`config.mk`:
```
export PLATFORM = sky130hd
export DESIGN_NAME = serial_adder
export DESIGN_NICKNAME = d
export VERILOG_FILES = /design/src/rtl/adder_pkg.sv /design/src/rtl/full_adder.sv /design/src/rtl/half_adder.sv /design/src/rtl/serial_adder.sv
export SDC_FILE = /design/constraint.sdc
export NUM_CORES = 1
export LEC_CHECK = 0
export CELL_PAD_IN_SITES_DETAIL_PLACEMENT = 0
export CELL_PAD_IN_SITES_GLOBAL_PLACEMENT = 1
export CORE_UTILIZATION = 34
export CTS_BUF_LIST = sky130_fd_sc_hd__clkbuf_4 sky130_fd_sc_hd__clkbuf_8
export CTS_CLUSTER_SIZE = 8
export DETAILED_ROUTE_END_ITERATION = 8
export PLACE_DENSITY = 0.67
export SETUP_SLACK_MARGIN = 0.5
export SYNTH_ARGS = -nofsm -noshare
export SYNTH_HDL_FRONTEND = slang
export SYNTH_SLANG_ARGS = --single-unit
```
`constraint.sdc`:
```
create_clock -name clk -period 1.53 [get_ports clk]
set_input_delay 0.306 -clock clk [delete_from_list [all_inputs] [get_ports clk]]
set_output_delay 0.306 -clock clk [all_outputs]
set_load 0.005 [all_outputs]
```
`src/rtl/adder_pkg.sv`:
```
// Shared constants for the serial adder and its bench.
//   state_t       : FSM encoding (IDLE=0, RUN=1)
//   DEFAULT_WIDTH : default operand/sum width in bits
package adder_pkg;

    localparam int DEFAULT_WIDTH = 8;

    typedef enum logic {
        IDLE = 1'b0,
        RUN  = 1'b1
    } state_t;

endpackage : adder_pkg

```
`src/rtl/full_adder.sv`:
```
// Single-bit full adder made of two half adders and an OR of their carries.
//   a, b : addend bits
//   cin  : carry in
//   s    : sum bit
//   cout : carry out
module full_adder (
    input  logic a,
    input  logic b,
    input  logic cin,
    output logic s,
    output logic cout
);

    logic s0;
    logic c0;
    logic c1;

    half_adder u_ha0 (
        .a (a),
        .b (b),
        .s (s0),
        .c (c0)
    );

    half_adder u_ha1 (
        .a (s0),
        .b (cin),
        .s (s),
        .c (c1)
    );

    // The two half-adder carries can never both be set, so OR is exact.
    assign cout = c0 | c1;

endmodule : full_adder

```
`src/rtl/half_adder.sv`:
```
// Single-bit half adder.
//   a, b : addend bits
//   s    : sum bit
//   c    : carry bit
module half_adder (
    input  logic a,
    input  logic b,
    output logic s,
    output logic c
);

    assign s = a ^ b;
    assign c = a & b;

endmodule : half_adder

```
`src/rtl/serial_adder.sv`:
```
// Bit-serial adder: {cout,sum} = a + b + cin, LSB first, one bit per clock.
//   clk   : clock, rising edge
//   rst   : synchronous active-high reset
//   start : request an addition (ignored while busy)
//   a, b  : operands, captured when start is accepted
//   cin   : carry in, captured when start is accepted
//   busy  : high while an addition is running
//   done  : one-cycle pulse, sum/cout just updated
//   sum   : result of the last completed addition
//   cout  : carry out of the last completed addition
module serial_adder
    import adder_pkg::*;
#(
    parameter int WIDTH = DEFAULT_WIDTH
) (
    input  logic             clk,
    input  logic             rst,
    input  logic             start,
    input  logic [WIDTH-1:0] a,
    input  logic [WIDTH-1:0] b,
    input  logic             cin,
    output logic             busy,
    output logic             done,
    output logic [WIDTH-1:0] sum,
    output logic             cout
);

    localparam int                CNT_W    = $clog2(WIDTH);
    localparam logic [CNT_W-1:0] LAST_BIT = CNT_W'(WIDTH - 1);
    localparam logic [CNT_W-1:0] CNT_ONE  = CNT_W'(1);

    state_t           state_q, state_d;
    logic [WIDTH-1:0] a_sr_q, a_sr_d;
    logic [WIDTH-1:0] b_sr_q, b_sr_d;
    logic [WIDTH-1:0] s_sr_q, s_sr_d;
    logic             carry_q, carry_d;
    logic [CNT_W-1:0] cnt_q, cnt_d;
    logic [WIDTH-1:0] sum_q, sum_d;
    logic             cout_q, cout_d;
    logic             done_q, done_d;

    logic             fa_s;
    logic             fa_cout;

    full_adder u_fa (
        .a    (a_sr_q[0]),
        .b    (b_sr_q[0]),
        .cin  (carry_q),
        .s    (fa_s),
        .cout (fa_cout)
    );

    always_comb begin
        state_d = state_q;
        a_sr_d  = a_sr_q;
        b_sr_d  = b_sr_q;
        s_sr_d  = s_sr_q;
        carry_d = carry_q;
        cnt_d   = cnt_q;
        sum_d   = sum_q;
        cout_d  = cout_q;
        done_d  = 1'b0;

        case (state_q)
            IDLE: begin
                if (start) begin
                    a_sr_d  = a;
                    b_sr_d  = b;
                    carry_d = cin;
                    cnt_d   = '0;
                    state_d = RUN;
                end
            end
            RUN: begin
                a_sr_d  = {1'b0, a_sr_q[WIDTH-1:1]};
                b_sr_d  = {1'b0, b_sr_q[WIDTH-1:1]};
                // Sum bits enter at the MSB so that after WIDTH shifts
                // bit 0 of the result has reached bit 0 of the register.
                s_sr_d  = {fa_s, s_sr_q[WIDTH-1:1]};
                carry_d = fa_cout;
                if (cnt_q == LAST_BIT) begin
                    // Counter parks on the last bit instead of wrapping.
                    sum_d   = {fa_s, s_sr_q[WIDTH-1:1]};
                    cout_d  = fa_cout;
                    done_d  = 1'b1;
                    state_d = IDLE;
                end else begin
                    cnt_d = cnt_q + CNT_ONE;
                end
            end
            default: begin
                state_d = IDLE;
            end
        endcase
    end

    always_ff @(posedge clk) begin
        if (rst) begin
            state_q <= IDLE;
            a_sr_q  <= '0;
            b_sr_q  <= '0;
            s_sr_q  <= '0;
            carry_q <= 1'b0;
            cnt_q   <= '0;
            sum_q   <= '0;
            cout_q  <= 1'b0;
            done_q  <= 1'b0;
        end else begin
            state_q <= state_d;
            a_sr_q  <= a_sr_d;
            b_sr_q  <= b_sr_d;
            s_sr_q  <= s_sr_d;
            carry_q <= carry_d;
            cnt_q   <= cnt_d;
            sum_q   <= sum_d;
            cout_q  <= cout_d;
            done_q  <= done_d;
        end
    end

    assign busy = (state_q == RUN);
    assign done = done_q;
    assign sum  = sum_q;
    assign cout = cout_q;

endmodule : serial_adder

```
==> metrics.csv <==
stage,metric,value,unit
outcome,status,completed,
global_route,GRT busiest layer,met2,
synth,Yosys top cell area share,46.0,%
setup_path,Worst path depth,5,
synth,"Distinct cells, synth",23,
floorplan,Initial Util,35.2,%
setup_path,crit path cell chain,"ha_4, ha_4, and2_4, nand2_2, a21oi_2",
clocking,"Reg clk slew, reported paths",0.07,ns
timing,minimum clock period,1.15,ns
setup_path,Worst setup EP type,flip-flop,
floorplan,Die Span Y,71.7,um
timing,"Hold Vio Cnt, Final",0,
synth,Avg Inst Size Synth,9.44,um2
global_route,vias in the first global route,1272,
clocking,CTS Hold Bufs,0,
synth,Commonest cells post-synth,"38 x dfxtp_1, 33 x nand2_1, 26 x mux2i_1, 15 x o21ai_1",
global_route,initial antenna violation count,0,
layout,Final Instance Area,2430,um2
setup_path,WP data arrival,1.37,ns
global_route,routing usage on met1,20.3,%
synth,Seq cells post-synth,38,
floorplan,DIE AREA,5140,um2
floorplan,CORE AREA,4690,um2
layout,Nets,242,
setup_path,kind of critical path,flip-flop to flip-flop,
global_route,largest net degree at the start of global routing,17,
clocking,CTS max path bufs,2,
synth,Post-synth EDFFs,0,
timing,slew margin rel.,87.5,%
drt,via/cell ratio,4.72,
setup_path,"Buf+Inv Stages, Crit Path",0,
setup_path,CP Max Fanout,6,
floorplan,Die W,71.7,um
layout,Ant. Diodes,0,
synth,register area share after synthesis,46.0,%
clocking,htree depth,2,
synth,top post-synthesis cells by area,"dfxtp_1 46%, mux2i_1 16%, nand2_1 7.5%",
floorplan,num rows,25,
layout,filler cell count,414,
global_route,total track usage,15.3,%
timing,Slew Limit Fails,0,
drt,"antenna viol nets, final",0,
clocking,Inserted Clock Buffers,5,
global_route,total gr overflow,0,
clocking,TritonCTS clock tree,done,
synth,Mapped Area,1650,um2
layout,P&R area growth vs syn,47.2,%
layout,Final Core Density,51.9,%
power,pwr/cell area,916,nW/um2
clocking,root buffer cell,clkbuf_8,
timing,RSZ-0062 raised after global routing,yes,
drt,final WL,3.61,mm
global_route,M2 GR Usage,23.5,%
global_route,first-pass GRT wire length,6.02,mm
timing,Final setup viols,0,
setup_path,reg2reg path depth,5,
place,Post-Place Cells,253,
power,Max IR drop VDD,0.487,mV
drt,Vias,1294,
timing,Fmax,870,MHz
setup_path,Max stage delay on crit path,0.37,ns
timing,final period utilization,75.2,%
drt,routed len/inst,13.2,um
clocking,Sink Count,38,
setup_path,Crit path top cell by count,ha_4,
place,gp weighted congestion,0.645,
setup_path,Critical Path RT,1.75,ns
synth,Syn Nets,198,
setup_path,CP Launch Type,flip-flop,
hold_path,Hold Path Stages,3,
synth,Syn Inst Count,175,
synth,top-count cell post-synth,dfxtp_1,
drt,DR pass1 iterations,4,
clocking,Worst-Skew Late Latency,0.28,ns
place,IO buf count,30,
place,DPL Wire Length,1.97,mm
synth,yosys warns,0,
drt,DRC Markers,0,
timing,final clock skew,0.00368,ns
synth,post-synth top area cell,dfxtp_1,
setup_path,Top Family by Delay on Critical Path,flip-flops,
power,leakage,1.02,nW
synth,"Async S/R FF share, synth",0,%
layout,share of post-route cells with drive strength above 1,36.8,%
setup_path,slowest CP cell,dfxtp_4,
synth,Post-synth top flop,dfxtp_1,
timing,Worst Tran Pin Value,0.182,ns
hold_path,worst min-delay path category,primary input to flip-flop,
place,placed cell areas,2020,um2
floorplan,IO Pins,31,
flow_run,max_cap viols,0,
layout,Non-Filler Instances,274,
drt,DR iter-0 viols,69,
global_route,grt met3 use,4.36,%
-- cells in the final DEF (no fill, tap or decap), drive strengths merged, types with 3 or more instances in the layout --
master / netlist / final
dfxtp: 38 / 38
and2b: 7 / 7
clkbuf: 1 / 10
nor2: 10 / 10
clkdlybuf4s50: 0 / 17
a21oi: 12 / 12
nor2b: 8 / 8
buf: 12 / 26
nand2: 34 / 34
o21ai: 15 / 15
nor3: 3 / 3
mux2i: 26 / 26
-- stage by stage --
stage / hold slack, ns / total power, mW / setup TNS, ns / setup WS [ns]
detailed placement: 0.448 / 1.32 / -0.0685 / -0.0166
global placement: 0.443 / 1.31 / -0.00823 / -0.00823
global route: 0.434 / 2.34 / 0 / 0.305
floorplan: 0.438 / 1.24 / 0 / 0.308
CTS: 0.454 / 2.21 / 0 / 0.391
finish: 0.413 / 2.23 / 0 / 0.380
-- worst min-delay path, delay by kind of cell --
family                 cells  cell delay, ns
buffers and inverters      2            0.31
AND/OR/NAND/NOR            1            0.04
-- state kept, by name (all words and copies together), names as in the netlist --
name     cells
cnt_q        3
cout         1
done         1
a_sr_q       8
s_sr_q       7
busy         1
sum          8
carry_q      1
b_sr_q       8
-- logic make-up (layout without fill, tap and decap cells) --
| group | after synthesis | count (layout) | share of synthesized area [%] |
|---|---|---|---|
| buffers and inverters | 14 | 58 | 6.89 |
| muxes | 26 | 26 | 15.7 |
| adders and majority gates | 3 | 3 | 2.73 |
| AOI/OAI and AO/OA | 29 | 29 | 9.54 |
| xor gates and xnor gates | 1 | 1 | 0.530 |
| DFF | 38 | 38 | 46.0 |
| and+or+nand+nor | 64 | 65 | 18.5 |
-- worst paths after layout --
path,to,slack (ns),startpoint
min,b_sr_q[0],0.41,rst
min reg2reg,sum[4],0.45,sum[4]
max,sum[2],0.38,cnt_q[0]
max reg2reg,sum[2],0.38,cnt_q[0]
-- power breakdown --
part	switching (mW)	internal, mW	leakage, nW
Sequential	0.0261	1.03	0.317
Clock	0.336	0.479	0.0579
Combinational	0.141	0.221	0.642
-- cell type report --
cell class / count / area [um2] / share of cell area [%]
Multi-Input combinational cell: 124 / 882 / 36.2
Sequential cell: 38 / 783 / 32.2
Timing Repair Buffer: 49 / 588 / 24.2
Clock buffer: 5 / 68.8 / 2.83
Tap cell: 54 / 67.6 / 2.78
Clock inverter: 3 / 40.0 / 1.65
Inverter: 1 / 3.75 / 0.154
-- per-layer routing --
| layer | wire length [um] | up-vias |
|---|---|---|
| met4 | 41 | 0 |
| met5 | 0 | - |
| met2 | 1590 | 19 |
| met3 | 138 | 4 |
| li1 | - | 672 |
| met1 | 1840 | 599 |
-- what timing repair did --
action	CTS	global route
pin swaps	4	10
gates cloned	5	3
setup buffers	2	3
endpoints found under the setup margin	43	49
gates resized for setup	67	22
Note: power is estimated with default switching activity, not from simulation.
